[config.mk]
export PLATFORM = sky130hd
export DESIGN_NAME = noc_tok_ocpl_arb
export DESIGN_NICKNAME = d
export VERILOG_FILES = /design/src/rtl/noc_tok_pkg.sv /design/src/rtl/noc_tok_rr_pick.sv /design/src/rtl/noc_tok_ocpl_arb.sv
export SDC_FILE = /design/constraint.sdc
export NUM_CORES = 1
export LEC_CHECK = 0
export CORE_MARGIN = 1
export CORE_UTILIZATION = 42
export CTS_CLUSTER_SIZE = 20
export DETAILED_ROUTE_END_ITERATION = 10
export GPL_ROUTABILITY_DRIVEN = 0
export PLACE_DENSITY = 0.88
export SLEW_MARGIN = 20
export SYNTH_ARGS = -nofsm -noshare
export SYNTH_HDL_FRONTEND = slang
export SYNTH_SLANG_ARGS = --single-unit
[constraint.sdc]
create_clock -name i_clk -period 8.9 [get_ports i_clk]
set_input_delay 1.335 -clock i_clk [delete_from_list [all_inputs] [get_ports i_clk]]
set_output_delay 1.335 -clock i_clk [all_outputs]
set_load 0.01 [all_outputs]
[src/rtl/noc_tok_pkg.sv]
// Shared definitions for the SoC token NoC OCP-lite initiator side.
package noc_tok_pkg;

  localparam int TOK_ADDR_W = 8;
  localparam int TOK_DATA_W = 8;
  localparam int TOK_CMD_W  = 3;

  // MCmd encoding: zero is IDLE, any other value is a live command.
  localparam logic [TOK_CMD_W-1:0] TOK_CMD_IDLE = 3'b000;

  // Arbiter FSM: ARB looks for work, HOLD owns the shared port until
  // SCmdAccept, IDLE parks the port for the power-idle handshake.
  typedef enum logic [1:0] {
    ARB  = 2'd0,
    HOLD = 2'd1,
    IDLE = 2'd2
  } tok_arb_state_e;

endpackage

[src/rtl/noc_tok_rr_pick.sv]
// Combinational round-robin find-first: returns the first requester at or
// after ptr_i (wrapping) whose req_i and mask_i bits are both set.
module noc_tok_rr_pick #(
  parameter int N  = 4,
  parameter int GW = (N > 1) ? $clog2(N) : 1
) (
  input  logic [N-1:0]  req_i,
  input  logic [N-1:0]  mask_i,
  input  logic [GW-1:0] ptr_i,
  output logic          valid_o,
  output logic [GW-1:0] idx_o
);

  logic [N-1:0] eff;
  logic [N-1:0] rot;
  int           pos;

  assign eff = req_i & mask_i;

  // Rotate so ptr_i lands on bit 0, take the lowest set bit, rotate back.
  always_comb begin
    // NOTE: every variable gets a value before any branch so no latch is inferred.
    pos     = 0;
    rot     = N'({eff, eff} >> ptr_i);
    valid_o = |rot;
    for (int k = N - 1; k >= 0; k--) begin
      if (rot[k]) pos = k;
    end
    pos = pos + int'(ptr_i);
    if (pos >= N) pos = pos - N;
    idx_o = GW'(pos);
  end

endmodule

[src/rtl/noc_tok_ocpl_arb.sv]
// Round-robin arbiter sharing one OCP-lite token initiator port between
// NUM_REQ requesters, with power-idle drain/block handshake.
module noc_tok_ocpl_arb
  import noc_tok_pkg::*;
#(
  parameter int NUM_REQ = 4,
  parameter int ADDR_W  = TOK_ADDR_W,
  parameter int DATA_W  = TOK_DATA_W,
  parameter int CMD_W   = TOK_CMD_W,
  localparam int GW     = (NUM_REQ > 1) ? $clog2(NUM_REQ) : 1
) (
  input  logic                      i_clk,
  input  logic                      i_rst,
  input  logic [NUM_REQ*ADDR_W-1:0] i_req_maddr,
  input  logic [NUM_REQ*CMD_W-1:0]  i_req_mcmd,
  input  logic [NUM_REQ*DATA_W-1:0] i_req_mdata,
  output logic [NUM_REQ-1:0]        o_req_scmdaccept,
  output logic [ADDR_W-1:0]         o_m_maddr,
  output logic [CMD_W-1:0]          o_m_mcmd,
  output logic [DATA_W-1:0]         o_m_mdata,
  input  logic                      i_m_scmdaccept,
  input  logic                      i_idle_req,
  output logic                      o_idle_ack,
  output logic                      o_idle_val,
  output logic [GW-1:0]             o_gnt_id
);

  tok_arb_state_e      state_q, state_d;
  logic [GW-1:0]       ptr_q, ptr_d;
  logic [GW-1:0]       gnt_q, gnt_d;
  logic [ADDR_W-1:0]   maddr_q, maddr_d;
  logic [CMD_W-1:0]    mcmd_q, mcmd_d;
  logic [DATA_W-1:0]   mdata_q, mdata_d;
  logic                idle_q, idle_d;

  logic [NUM_REQ-1:0]  req_vld;
  logic [NUM_REQ-1:0]  gnt_onehot;
  logic [NUM_REQ-1:0]  pick_mask;
  logic [GW-1:0]       pick_ptr;
  logic [GW-1:0]       pick_idx;
  logic [GW-1:0]       ptr_inc;
  logic                pick_vld;
  logic                accept;
  int                  sel;

  // A requester is pending whenever its MCmd is not IDLE.
  always_comb begin
    req_vld = '0;
    for (int i = 0; i < NUM_REQ; i++) begin
      req_vld[i] = (i_req_mcmd[i*CMD_W +: CMD_W] != CMD_W'(TOK_CMD_IDLE));
    end
  end

  assign gnt_onehot = NUM_REQ'(1) << gnt_q;
  // Accept only counts while a command is actually on the port; reset
  // suppresses it so a dropped in-flight command is never acknowledged.
  assign accept     = (state_q == HOLD) && i_m_scmdaccept && !i_rst;
  assign ptr_inc    = (gnt_q == GW'(NUM_REQ - 1)) ? '0 : gnt_q + GW'(1);

  // In HOLD the next winner is searched from past the current grant, with
  // the current grant masked out since its command is being consumed.
  assign pick_ptr  = (state_q == HOLD) ? ptr_inc : ptr_q;
  assign pick_mask = (state_q == HOLD) ? ~gnt_onehot : '1;

  noc_tok_rr_pick #(
    .N  (NUM_REQ),
    .GW (GW)
  ) u_pick (
    .req_i   (req_vld),
    .mask_i  (pick_mask),
    .ptr_i   (pick_ptr),
    .valid_o (pick_vld),
    .idx_o   (pick_idx)
  );

  assign sel = int'(pick_idx);

  // Next-state and datapath for the ARB/HOLD/IDLE controller.
  always_comb begin
    state_d = state_q;
    ptr_d   = ptr_q;
    gnt_d   = gnt_q;
    maddr_d = maddr_q;
    mcmd_d  = mcmd_q;
    mdata_d = mdata_q;
    unique case (state_q)
      ARB: begin
        if (i_idle_req) begin
          state_d = IDLE;
        end else if (pick_vld) begin
          state_d = HOLD;
          gnt_d   = pick_idx;
          maddr_d = i_req_maddr[sel*ADDR_W +: ADDR_W];
          mcmd_d  = i_req_mcmd[sel*CMD_W +: CMD_W];
          mdata_d = i_req_mdata[sel*DATA_W +: DATA_W];
        end
      end
      HOLD: begin
        if (accept) begin
          ptr_d   = ptr_inc;
          maddr_d = '0;
          mcmd_d  = CMD_W'(TOK_CMD_IDLE);
          mdata_d = '0;
          if (i_idle_req) begin
            state_d = IDLE;
          end else if (pick_vld) begin
            gnt_d   = pick_idx;
            maddr_d = i_req_maddr[sel*ADDR_W +: ADDR_W];
            mcmd_d  = i_req_mcmd[sel*CMD_W +: CMD_W];
            mdata_d = i_req_mdata[sel*DATA_W +: DATA_W];
          end else begin
            state_d = ARB;
          end
        end
      end
      IDLE: begin
        if (!i_idle_req) state_d = ARB;
      end
      default: state_d = ARB;
    endcase
    idle_d = (state_d == IDLE);
  end

  // State and shared-port registers with synchronous reset.
  always_ff @(posedge i_clk) begin
    // NOTE: sequential state uses non-blocking assignments so every register samples pre-edge values.
    if (i_rst) begin
      state_q <= ARB;
      ptr_q   <= '0;
      gnt_q   <= '0;
      maddr_q <= '0;
      mcmd_q  <= CMD_W'(TOK_CMD_IDLE);
      mdata_q <= '0;
      idle_q  <= 1'b0;
    end else begin
      state_q <= state_d;
      ptr_q   <= ptr_d;
      gnt_q   <= gnt_d;
      maddr_q <= maddr_d;
      mcmd_q  <= mcmd_d;
      mdata_q <= mdata_d;
      idle_q  <= idle_d;
    end
  end

  assign o_req_scmdaccept = accept ? gnt_onehot : '0;
  assign o_m_maddr        = maddr_q;
  assign o_m_mcmd         = mcmd_q;
  assign o_m_mdata        = mdata_q;
  assign o_idle_ack       = idle_q;
  assign o_idle_val       = idle_q;
  assign o_gnt_id         = gnt_q;

endmodule
==> flow_summary.ini <==
[status]
status = finished clean

[synth]
yosys-top-cells-count = mux2i_1, dfxtp_1, nand3_1
post-synth-top-area-fraction_pct = 27.0
synth_fp_nets = 301
synth_flop_cell = dfxtp_1
yosysWarningCount = 0
netlist_instances = 216
ys_top_cells_by_area = dfxtp_1, mux2i_1, a32o_1
synth.largest_area_cell = dfxtp_1
synth-async-reset-ratio_pct = 0
synthMostInstantiatedCell = mux2i_1
postSynthAreaPerCell_um2 = 8.91
synth_edf_count = 0
post_synth_instance_area_um2 = 1920
synth_sequential_area_ratio_pct = 27.0
postSynthRegisterBits = 26
synthDistinctLibCells = 40

[critical_path]
criticalPathCategory = input port to register
worst-endpoint-arrival_ns = 4.71
worstSetupEndpointType = register
start_kind = input port
crit_required_ns = 9.07
cp_cell_sequence = clkdlybuf4s50_1 > nor3_1 > a21o_1 > o22ai_1 > a211oi_1 > a31oi_1 > ha_2 > xnor2_1 > nor2_1 > a21oi_1 > buf_4 > nand3_1 > a32o_1
worst_path_max_delay_cell = a21oi_1
critPathMaxFanout = 11
critPathMaxStageDelay_ns = 0.62

[drt]
drt_pre_antenna_iters = 4
drt-total-wl_um = 5640
route.antenna.remaining_nets = 0
post_drt_via_cell_ratio = 5.73
routed_wire_length_per_instance_um = 15.4
first_iter_violations = 80
via_count = 2091
drt_drc_violations_left = 0

[clock_network]
clkSinkCount = 26
cts_inserted_buffers = 3
cts_hold_buf = 0
cts_buffer_depth = 2
clk_pin_slew_ns = 0.09
htree_levels = 1
insertion_delay_of_the_later_clocked_pin_in_the_worst_skew_pair_ns = 0.27
setup_fix_buffers_added_after_clock_tree_synthesis = 0
cts_root_buf = clkbuf_8
ctsResizeCount = 0
tritoncts = done

[timing]
clock-skew-final_ns = 0.00366
fin_worst_hold_slack_ns = 0.472
timing_worst_slew_pin_value_ns = 0.967
timing.max_slew.rel_slack_pct = 35.5
slew_viol_final = 0
setup_viol = 0
sum_of_negative_setup_slack_ns = 0
final_hold_vio_count = 0
max_clock_freq_mhz = 220
post-route-period-util_pct = 51.1
rsz0062_at_grt = false
timing.final.crit_period_ns = 4.54

[place]
dpl-instance-area_um2 = 2970
post_dp_hpwl_um = 4290
portbufs = 106

[die]
die_width_um = 69.7
vert_die_dim_um = 69.7
initial_utilization_pct = 43.9
floorplan.core_area_um2 = 4380
die-area_um2 = 4860
design.portCount = 107
rows = 24

[grt]
global_route.usage.met1_pct = 26.6
grt-ovfl-total = 0
grt_antenna_before_repair = 0
global_route.usage.total_pct = 22.9
highest_utilization_routing_layer_at_the_global_route_stage = met2
met3_usage_pct = 6.83
grt_pass1_vias = 2035
grt_use_met2_pct = 40.9
grt_start_max_net_pins = 40
global_route_wire_length_before_repair_um = 9090

[power_and_ir_drop]
vdd_ir_drop_max_mv = 0.109
power_density_nw_per_um2 = 142
p_leak_nw = 1.15
total_power_w = 0.000433

[hold_path]
worst_min_delay_path_class = register to register

[cells_and_area]
multi_input_area_um2 = 1290
flow.area_growth_from_synthesis_pct = 58.4
final-seq-area_um2 = 520
fin_area_um2 = 3050
utilization_pct = 69.5
layout_cell_share_with_drive_strength_beyond_1_pct = 6.71
layout.filler_cells = 347
nets = 399
antenna_cells_inserted = 0

[run]
cap_viol_max_count = 0
critical path: cells and delay by family:
family,cells,cell delay (ns)
buf+inv,2,0.73
simple gates,3,0.57
fa+ha+maj,1,0.20
xor+xnor,1,0.33
compound gates,6,1.55
metrics by stage:
step	worst slack [ns]	cells
after global placement	4.20	360
after global routing	4.12	365
after CTS	4.39	364
after detailed placement	4.11	360
after floorplan	4.84	216
final	4.36	365
worst paths after layout:
path / startpoint / to / slack [ns] / depth (start not counted)
worst max-delay path: i_req_mcmd[1] / o_m_mdata[5] / 4.36 / 13
worst min-delay path: o_m_maddr[6] / o_m_maddr[6] / 0.47 / 1
worst max register to register: o_gnt_id[0] / o_m_mdata[5] / 5.24 / 14
worst min register to register: o_m_maddr[6] / o_m_maddr[6] / 0.47 / 1
sequential cells by signal, indices dropped and copies added (netlist names):
signal / count
o_m_maddr: 8
o_m_mdata: 8
o_m_mcmd: 3
o_gnt_id: 2
ptr_q: 2
state_q: 2
o_idle_ack: 1
cells by family after synthesis:
kind of cell | share of synthesized area (%)
fa+ha+maj | 3.25
mux | 22.1
compound gates | 26.1
simple gates | 15.2
buf+inv | 5.92
xor+xnor | 0.455
flops | 27.0
layout by cell type, fill, tap and decap left out, types with 2 or more instances in the layout:
cell type,n
inv_1,5
mux2i_1,40
a21o_2,2
a21o_1,2
a31oi_1,2
a211oi_1,4
nor2_1,4
dfxtp_1,26
clkdlybuf4s50_1,106
buf_4,2
ha_1,4
nand2_1,9
nand3_1,24
and2_4,2
o21ai_1,19
clkbuf_8,4
a32o_1,19
nor3_1,6
and2_1,4
a21oi_1,9
final cells by class:
| class | count | area share (%) |
|---|---|---|
| Multi-Input combinational cell | 169 | 42.4 |
| Timing Repair Buffer | 109 | 36.0 |
| Clock buffer | 4 | 1.81 |
| Tap cell | 52 | 2.13 |
| Inverter | 5 | 0.616 |
| Sequential cell | 26 | 17.1 |
routing by layer:
layer	wire, µm	share of wire (%)	vias up
li1	-	-	1026
met1	2290	41	943
met2	2670	47	114
met3	596	11	8
met4	76	1.3	0
met5	0	0	-
power breakdown:
part / internal (W) / switching [W]
Sequential: 0.000130 / 0.00000775
Combinational: 0.000120 / 0.0000975
Clock: 0.0000396 / 0.0000379
(Power assumes the default switching activity.)
